File: src/rtl/matrix_scan_ctrl_pkg.sv
// Shared constants, swap FSM encoding and column decode for the LED matrix scanner.
package matrix_pkg;

   localparam int DEF_NUM_COLS     = 5;
   localparam int DEF_NUM_ROWS     = 7;
   localparam int DEF_SCAN_DIV     = 1000;
   localparam int DEF_BLANK_CYCLES = 1;

   // Widest column drive the decoder supports.
   localparam int MAX_COLS  = 32;
   localparam int COL_IDX_W = 5;

   typedef enum logic {
      SW_IDLE = 1'b0,
      SW_PEND = 1'b1
   } swap_state_e;

   function automatic logic [MAX_COLS-1:0] onehot(input logic [COL_IDX_W-1:0] idx);
      logic [MAX_COLS-1:0] v;
      v      = '0;
      v[idx] = 1'b1;
      return v;
   endfunction

endpackage

File: src/rtl/matrix_scan_ctrl_if.sv
// Frame-buffer write / swap handshake and matrix drive signals.
interface matrix_scan_if
   import matrix_pkg::*;
#(
   parameter int NUM_COLS = DEF_NUM_COLS,
   parameter int NUM_ROWS = DEF_NUM_ROWS
);
   localparam int COL_W = $clog2(NUM_COLS);

   logic                WR_EN;
   logic [COL_W-1:0]    WR_COL;
   logic [NUM_ROWS-1:0] WR_DATA;
   logic                SWAP_REQ;
   logic                SWAP_BUSY;
   logic                SWAP_DONE;
   logic [NUM_COLS-1:0] COL;
   logic [NUM_ROWS-1:0] ROW;
   logic                FRAME_START;

   modport master (
      output WR_EN, WR_COL, WR_DATA, SWAP_REQ,
      input  SWAP_BUSY, SWAP_DONE, COL, ROW, FRAME_START
   );

   modport slave (
      input  WR_EN, WR_COL, WR_DATA, SWAP_REQ,
      output SWAP_BUSY, SWAP_DONE, COL, ROW, FRAME_START
   );

endinterface

File: src/rtl/matrix_scan_ctrl_scan_prescaler.sv
// Column dwell divider: counts 0..DIV-1 while enabled, ticks on the last count.
module scan_prescaler #(
   parameter  int DIV = 4,
   localparam int CW  = (DIV > 1) ? $clog2(DIV) : 1
) (
   input  logic          CLK,
   input  logic          RST,
   input  logic          EN,
   output logic          TICK,
   output logic [CW-1:0] CNT
);
   logic [CW-1:0] cnt_q, cnt_d;
   logic          at_end;

   assign at_end = (cnt_q == CW'(DIV - 1));

   // advance while enabled, wrap to zero after the terminal count
   always_comb begin
      cnt_d = cnt_q;
      if (EN) begin
         cnt_d = at_end ? '0 : cnt_q + 1'b1;
      end
   end

   // count register
   always_ff @(posedge CLK) begin
      if (RST) begin
         cnt_q <= '0;
      end else begin
         cnt_q <= cnt_d;
      end
   end

   assign TICK = EN & at_end;
   assign CNT  = cnt_q;

endmodule

File: src/rtl/matrix_scan_ctrl.sv
// Column-multiplexed LED matrix scanner with double-buffered frame memory.
//
// Swap FSM:
//   state   | meaning
//   SW_IDLE | no swap requested; back bank accepts writes
//   SW_PEND | swap requested; writes dropped until the banks exchange
//
// All outputs are registered from the look-ahead of the scan position, so the
// drive seen in a cycle belongs to the divider/column value of that cycle. The
// first enabled edge after reset holds the counters so that position 0 of
// column 0 is actually displayed (with FRAME_START) before the scan advances.
module matrix_scan_ctrl
   import matrix_pkg::*;
#(
   parameter int NUM_COLS     = DEF_NUM_COLS,
   parameter int NUM_ROWS     = DEF_NUM_ROWS,
   parameter int SCAN_DIV     = DEF_SCAN_DIV,
   parameter int BLANK_CYCLES = DEF_BLANK_CYCLES
) (
   input  logic         CLK,
   input  logic         RST,
   input  logic         EN,
   matrix_scan_if.slave bus
);
   localparam int               COL_W    = $clog2(NUM_COLS);
   localparam int               DIV_W    = (SCAN_DIV > 1) ? $clog2(SCAN_DIV) : 1;
   localparam logic [COL_W-1:0] LAST_COL = COL_W'(NUM_COLS - 1);

   logic                adv_en, tick, wrap_tick, blank, swap_go, wr_ok;
   logic [DIV_W-1:0]    div_cnt, div_nxt;
   logic [COL_W-1:0]    col_idx_q, col_idx_d;
   logic                first_q, first_d;
   logic                bank_sel_q, bank_sel_d;
   logic [NUM_ROWS-1:0] bank_q [2][NUM_COLS];
   logic [NUM_ROWS-1:0] bank_d [2][NUM_COLS];
   swap_state_e         swap_q, swap_d;
   logic                swap_done_q, swap_done_d;
   logic [NUM_COLS-1:0] col_q, col_d;
   logic [NUM_ROWS-1:0] row_q, row_d;
   logic                frame_start_q, frame_start_d;

   assign adv_en    = EN & ~first_q;
   assign wrap_tick = tick & (col_idx_q == LAST_COL);
   assign wr_ok     = bus.WR_EN && (32'(bus.WR_COL) < 32'(NUM_COLS)) && (swap_q == SW_IDLE);

   scan_prescaler #(.DIV(SCAN_DIV)) u_prescaler (
      .CLK  (CLK),
      .RST  (RST),
      .EN   (adv_en),
      .TICK (tick),
      .CNT  (div_cnt)
   );

   // look-ahead of divider and column index for the registered drive
   always_comb begin
      col_idx_d = col_idx_q;
      div_nxt   = div_cnt;
      first_d   = first_q;
      if (EN) begin
         first_d = 1'b0;
      end
      if (adv_en) begin
         div_nxt = tick ? '0 : div_cnt + 1'b1;
      end
      if (tick) begin
         col_idx_d = (col_idx_q == LAST_COL) ? '0 : col_idx_q + 1'b1;
      end
   end

   if (BLANK_CYCLES > 0) begin : g_blank
      assign blank = (32'(div_nxt) < 32'(BLANK_CYCLES));
   end else begin : g_no_blank
      assign blank = 1'b0;
   end

   // swap FSM: latch a request, then exchange at frame wrap (or at once when idle)
   always_comb begin
      swap_d  = swap_q;
      swap_go = 1'b0;
      case (swap_q)
         SW_IDLE: begin
            if (bus.SWAP_REQ) begin
               swap_d = SW_PEND;
            end
         end
         SW_PEND: begin
            if (EN ? wrap_tick : 1'b1) begin
               swap_go = 1'b1;
               swap_d  = SW_IDLE;
            end
         end
         default: swap_d = SW_IDLE;
      endcase
   end

   // back-bank write port and bank select flip
   always_comb begin
      bank_d     = bank_q;
      bank_sel_d = bank_sel_q ^ swap_go;
      if (wr_ok) begin
         bank_d[~bank_sel_q][bus.WR_COL] = bus.WR_DATA;
      end
   end

   // drive for the upcoming cycle; front bank content never changes on a swap edge
   always_comb begin
      col_d         = '0;
      row_d         = '0;
      swap_done_d   = swap_go;
      frame_start_d = EN & (first_q | wrap_tick);
      if (EN && !blank) begin
         col_d = NUM_COLS'(onehot(COL_IDX_W'(col_idx_d)));
         row_d = bank_q[bank_sel_d][col_idx_d];
      end
   end

   // state and output registers
   always_ff @(posedge CLK) begin
      if (RST) begin
         col_idx_q     <= '0;
         first_q       <= 1'b1;
         bank_sel_q    <= 1'b0;
         bank_q        <= '{default: '0};
         swap_q        <= SW_IDLE;
         swap_done_q   <= 1'b0;
         col_q         <= '0;
         row_q         <= '0;
         frame_start_q <= 1'b0;
      end else begin
         col_idx_q     <= col_idx_d;
         first_q       <= first_d;
         bank_sel_q    <= bank_sel_d;
         bank_q        <= bank_d;
         swap_q        <= swap_d;
         swap_done_q   <= swap_done_d;
         col_q         <= col_d;
         row_q         <= row_d;
         frame_start_q <= frame_start_d;
      end
   end

   assign bus.SWAP_BUSY   = (swap_q == SW_PEND);
   assign bus.SWAP_DONE   = swap_done_q;
   assign bus.COL         = col_q;
   assign bus.ROW         = row_q;
   assign bus.FRAME_START = frame_start_q;

endmodule

File: src/flat_wrapper.sv
// flat-port wrapper written by rule: the top's interface ports become plain ports
module matrix_scan_ctrl_flat import matrix_pkg::*;
#(
   parameter int NUM_COLS     = DEF_NUM_COLS,
   parameter int NUM_ROWS     = DEF_NUM_ROWS,
   parameter int SCAN_DIV     = DEF_SCAN_DIV,
   parameter int BLANK_CYCLES = DEF_BLANK_CYCLES
)
  (CLK, RST, EN, bus_WR_EN, bus_WR_COL, bus_WR_DATA, bus_SWAP_REQ, bus_SWAP_BUSY, bus_SWAP_DONE, bus_COL, bus_ROW, bus_FRAME_START);
  matrix_scan_if #(.NUM_COLS(NUM_COLS), .NUM_ROWS(NUM_ROWS)) bus_i ();
  input  logic CLK;
  input  logic RST;
  input  logic EN;
  input wire logic [$bits(bus_i.WR_EN)-1:0] bus_WR_EN;
  input wire logic [$bits(bus_i.WR_COL)-1:0] bus_WR_COL;
  input wire logic [$bits(bus_i.WR_DATA)-1:0] bus_WR_DATA;
  input wire logic [$bits(bus_i.SWAP_REQ)-1:0] bus_SWAP_REQ;
  output wire logic [$bits(bus_i.SWAP_BUSY)-1:0] bus_SWAP_BUSY;
  output wire logic [$bits(bus_i.SWAP_DONE)-1:0] bus_SWAP_DONE;
  output wire logic [$bits(bus_i.COL)-1:0] bus_COL;
  output wire logic [$bits(bus_i.ROW)-1:0] bus_ROW;
  output wire logic [$bits(bus_i.FRAME_START)-1:0] bus_FRAME_START;
  assign bus_i.WR_EN = bus_WR_EN;
  assign bus_i.WR_COL = bus_WR_COL;
  assign bus_i.WR_DATA = bus_WR_DATA;
  assign bus_i.SWAP_REQ = bus_SWAP_REQ;
  assign bus_SWAP_BUSY = bus_i.SWAP_BUSY;
  assign bus_SWAP_DONE = bus_i.SWAP_DONE;
  assign bus_COL = bus_i.COL;
  assign bus_ROW = bus_i.ROW;
  assign bus_FRAME_START = bus_i.FRAME_START;
  matrix_scan_ctrl #(.NUM_COLS(NUM_COLS), .NUM_ROWS(NUM_ROWS), .SCAN_DIV(SCAN_DIV), .BLANK_CYCLES(BLANK_CYCLES)) u_core (.CLK(CLK), .RST(RST), .EN(EN), .bus(bus_i));
endmodule
File: config.mk
export PLATFORM = sky130hd
export DESIGN_NAME = matrix_scan_ctrl_flat
export DESIGN_NICKNAME = d
export VERILOG_FILES = /design/src/rtl/matrix_scan_ctrl_pkg.sv /design/src/rtl/matrix_scan_ctrl_if.sv /design/src/rtl/matrix_scan_ctrl_scan_prescaler.sv /design/src/rtl/matrix_scan_ctrl.sv /design/src/flat_wrapper.sv
export SDC_FILE = /design/constraint.sdc
export NUM_CORES = 1
export LEC_CHECK = 0
export CAP_MARGIN = 30
export CORE_UTILIZATION = 60
export CTS_CLUSTER_SIZE = 12
export DETAILED_ROUTE_END_ITERATION = 7
export PLACE_DENSITY = 0.81
export SLEW_MARGIN = 10
export SYNTH_ARGS = -nofsm -noshare
export SYNTH_HDL_FRONTEND = slang
export SYNTH_SLANG_ARGS = --single-unit
File: constraint.sdc
create_clock -name CLK -period 5 [get_ports CLK]
set_clock_uncertainty 0.15 [all_clocks]
set_input_delay 1 -clock CLK [delete_from_list [all_inputs] [get_ports CLK]]
set_output_delay 1 -clock CLK [all_outputs]
set_load 0.05 [all_outputs]
==> reports/results.ini <==
[status]
status = complete, no violations

[timing]
min_period_ns = 3.665
rsz0062_at_grt = no
holdWs_ns = 0.3168
finalCritPeriodShare_pct = 73.29
tns_ns = 0
finalHoldViolations = 0
slew_headroom_pct = 33.18
finalSetupViolations = 0
drv_slew = 0
worst_pin_slew_ns = 0.9986
max_freq_mhz = 272.9

[cells_and_area]
fin_util_pct = 70.17
regArea_sq_um = 2002
layout-drive-gt1-share_pct = 9.159
antenna_cells = 0
multiInputGateArea_sq_um = 2369
nFillCells = 563
nNetsFinal = 548
synthToLayoutAreaGrowth_pct = 11.29

[worst_hold_path]
min-delay-start = u_core.bank_q[60]
hold_end = u_core.bank_q[60]
hold_path_class = reg2reg
worstHoldPathCells = 2

[synth]
synth_area_leaders = dfxtp_1 (43%), mux2i_1 (11%), nor2_1 (5.8%), nand3_1 (4.0%), a21oi_1 (3.6%)
yosysSeqAreaShare_pct = 43.31
synthesis.nets = 533
synth_common_cells = dfxtp_1 (100), nor2_1 (72), mux2i_1 (49)
yosysTopAreaCell = dfxtp_1
synth_area_per_cell_sq_um = 8.975
synth_edf_count = 0
syn_area_sq_um = 4622
async_flop_share_pct = 0
yosys_warnings = 0
synth_flop_cell = dfxtp_1
ys_ff_latch = 100
ys_types = 65
synth_most_common_cell = dfxtp_1
syn_inst = 515
synth_top_area_share_pct = 43.31

[route]
vias = 3964
post-route-drc-count = 0
avgRoutedWirePerCell_um = 17.74
ant_nets = 0
drt_first_iter_violations = 281
routed_wl_um = 11250
vias_per_cell = 6.252
drtPass1Iterations = 7

[clocking]
clockBufferDepth = 2
root_buffer = clkbuf_8
clk_latency_ns = 0.37
cts_tree = built
htree_levels = 3
cts_sinks = 100
cts_buffers = 9
clk_pin_slew_worst_paths_ns = 0.10
postCtsResizedCells = 0
cts_setup_buffers = 0
hold_buffers = 0

[critical_path]
critPathMaxFanout = 10
cp.required_ns = 5.15
end_kind = flop
r2r_slack_ns = 1.89
r2r_cells = 7
max_stage_delay_ns = 0.82
crit_chain = clkdlybuf4s50_1 -> nand4b_2 -> o41a_1 -> a211oi_1 -> a221o_1 -> nor4_1 -> a211oi_2
critPathSlowestCell = a211oi_1
start_kind = input port
timing.rr.end = u_core.bus.ROW[2]
worstSetupPathType = in2reg
reg2reg_from = u_core.u_prescaler.CNT[0]
arrival_ns = 3.81

[grt]
grt_pass1_vias = 3765
grt_max_degree = 63
antenna_found_initial = 0
grt_pass1_wl_um = 18330
grt_overflow_total = 0
grt_util_all_layers_pct = 28.65

[power]
power.density_nw_per_um2 = 282.9
p_sw_share_pct = 24.71
switchingPower_mw = 0.3597
p_seq_share_pct = 55.9
pwr-share-clk_pct = 36.4
p_comb_share_pct = 7.7
p_leak_nw = 1.971
peakVddDrop_mv = 0.2605
p_int_mw = 1.096

[die]
start_util_pct = 63.05
die_w_um = 89.77
rows = 31
ios = 30
dieArea_sq_um = 8058
die_h_um = 89.77
core_area_sq_um = 7331

[placement]
place.gp.congestion = 0.8955
dp_hpwl_um = 7841
port_buffers = 29

[job]
cap_violations = 0

[kinds of logic after synthesis]
group                      synth area share, %
and+or+nand+nor                          20.74
adders and majority gates               0.8122
buffers and inverters                    5.603
xor gates and xnor gates                0.9477
muxes                                    14.51
DFF                                      43.31
AOI/OAI and AO/OA                        14.08
[registers in the layout, summed over array words and instances (netlist names)]
signal                  count
u_core.bus.ROW              7
u_core.bus.SWAP_BUSY        1
u_core.first_q              1
u_core.bus.FRAME_START      1
u_core.bank_sel_q           1
u_core.bus.SWAP_DONE        1
u_core.bank_q              70
u_core.u_prescaler.CNT     10
u_core.bus.COL              5
u_core.col_idx_q            3
[metrics by stage]
step | std cells | power, mW | setup WS [ns] | cell area (sq um)
2_1_floorplan | 515 | 0.9040 | 2.111 | 4622
3_3_place_gp | 616 | 0.9383 | 1.188 | 4918
3_5_place_dp | 616 | 0.9411 | 1.051 | 4918
4_1_cts | 632 | 1.460 | 1.338 | 5125
5_1_grt | 634 | 1.509 | 1.243 | 5144
6_report | 634 | 1.455 | 1.335 | 5144
[cell usage in the layout, fill, tap and decap left out, types with 3 or more instances in the layout]
master / n
a211oi_1: 3
a21oi_1: 33
a222oi_1: 4
and3_1: 3
buf_4: 7
clkbuf_8: 10
clkdlybuf4s50_1: 28
dfxtp_1: 100
ha_1: 3
inv_1: 23
mux2_2: 6
mux2i_1: 49
mux4_2: 4
nand2_1: 38
nand2b_1: 3
nand3_1: 37
nor2_1: 72
nor2b_1: 8
nor3_1: 10
nor3b_1: 7
nor4_1: 6
o21ai_0: 5
o22ai_1: 4
o31ai_1: 7
o32ai_1: 5
xnor2_1: 3
[layout make-up]
cell class / instances / area share, %
Timing Repair Buffer: 38 / 6.933
Clock buffer: 10 / 2.676
Sequential cell: 100 / 38.92
Clock inverter: 6 / 1.338
Inverter: 23 / 1.678
Multi-Input combinational cell: 358 / 46.05
Tap cell: 99 / 2.408
[routing by layer]
metal  global-route usage (%)  vias up  wire, um
li1                         -     1856         -
met1                    36.24     1910      4714
met2                    48.21      168      5551
met3                    6.091       30       756
met4                    10.25        0       227
met5                        0        -         0
[power by group through the flow]
stage	Combinational, mW	Clock (mW)	Sequential [mW]
floorplan	0.0667	0	0.837
global placement	0.106	0	0.832
detailed placement	0.109	0	0.832
CTS	0.109	0.537	0.814
global route	0.119	0.575	0.816
finish	0.112	0.529	0.814
[worst max path at each step]
stage | from | endpoint | slack [ns] | depth (start not counted)
after floorplan | EN | u_core.bus.ROW[1] | 2.11 | 7
after detailed placement | EN | u_core.bus.ROW[2] | 1.05 | 8
after global placement | EN | u_core.bus.ROW[0] | 1.19 | 7
final | EN | u_core.bus.ROW[2] | 1.34 | 7
after global routing | EN | u_core.bus.ROW[2] | 1.24 | 8
after CTS | EN | u_core.bus.ROW[2] | 1.34 | 7
[worst max-delay path, delay by kind of cell]
family / cells / cell delay, ns
compound gates: 4 / 1.81
simple gates: 2 / 0.38
buf+inv: 1 / 0.63
No activity file was read; power rests on OpenSTA's default activity.
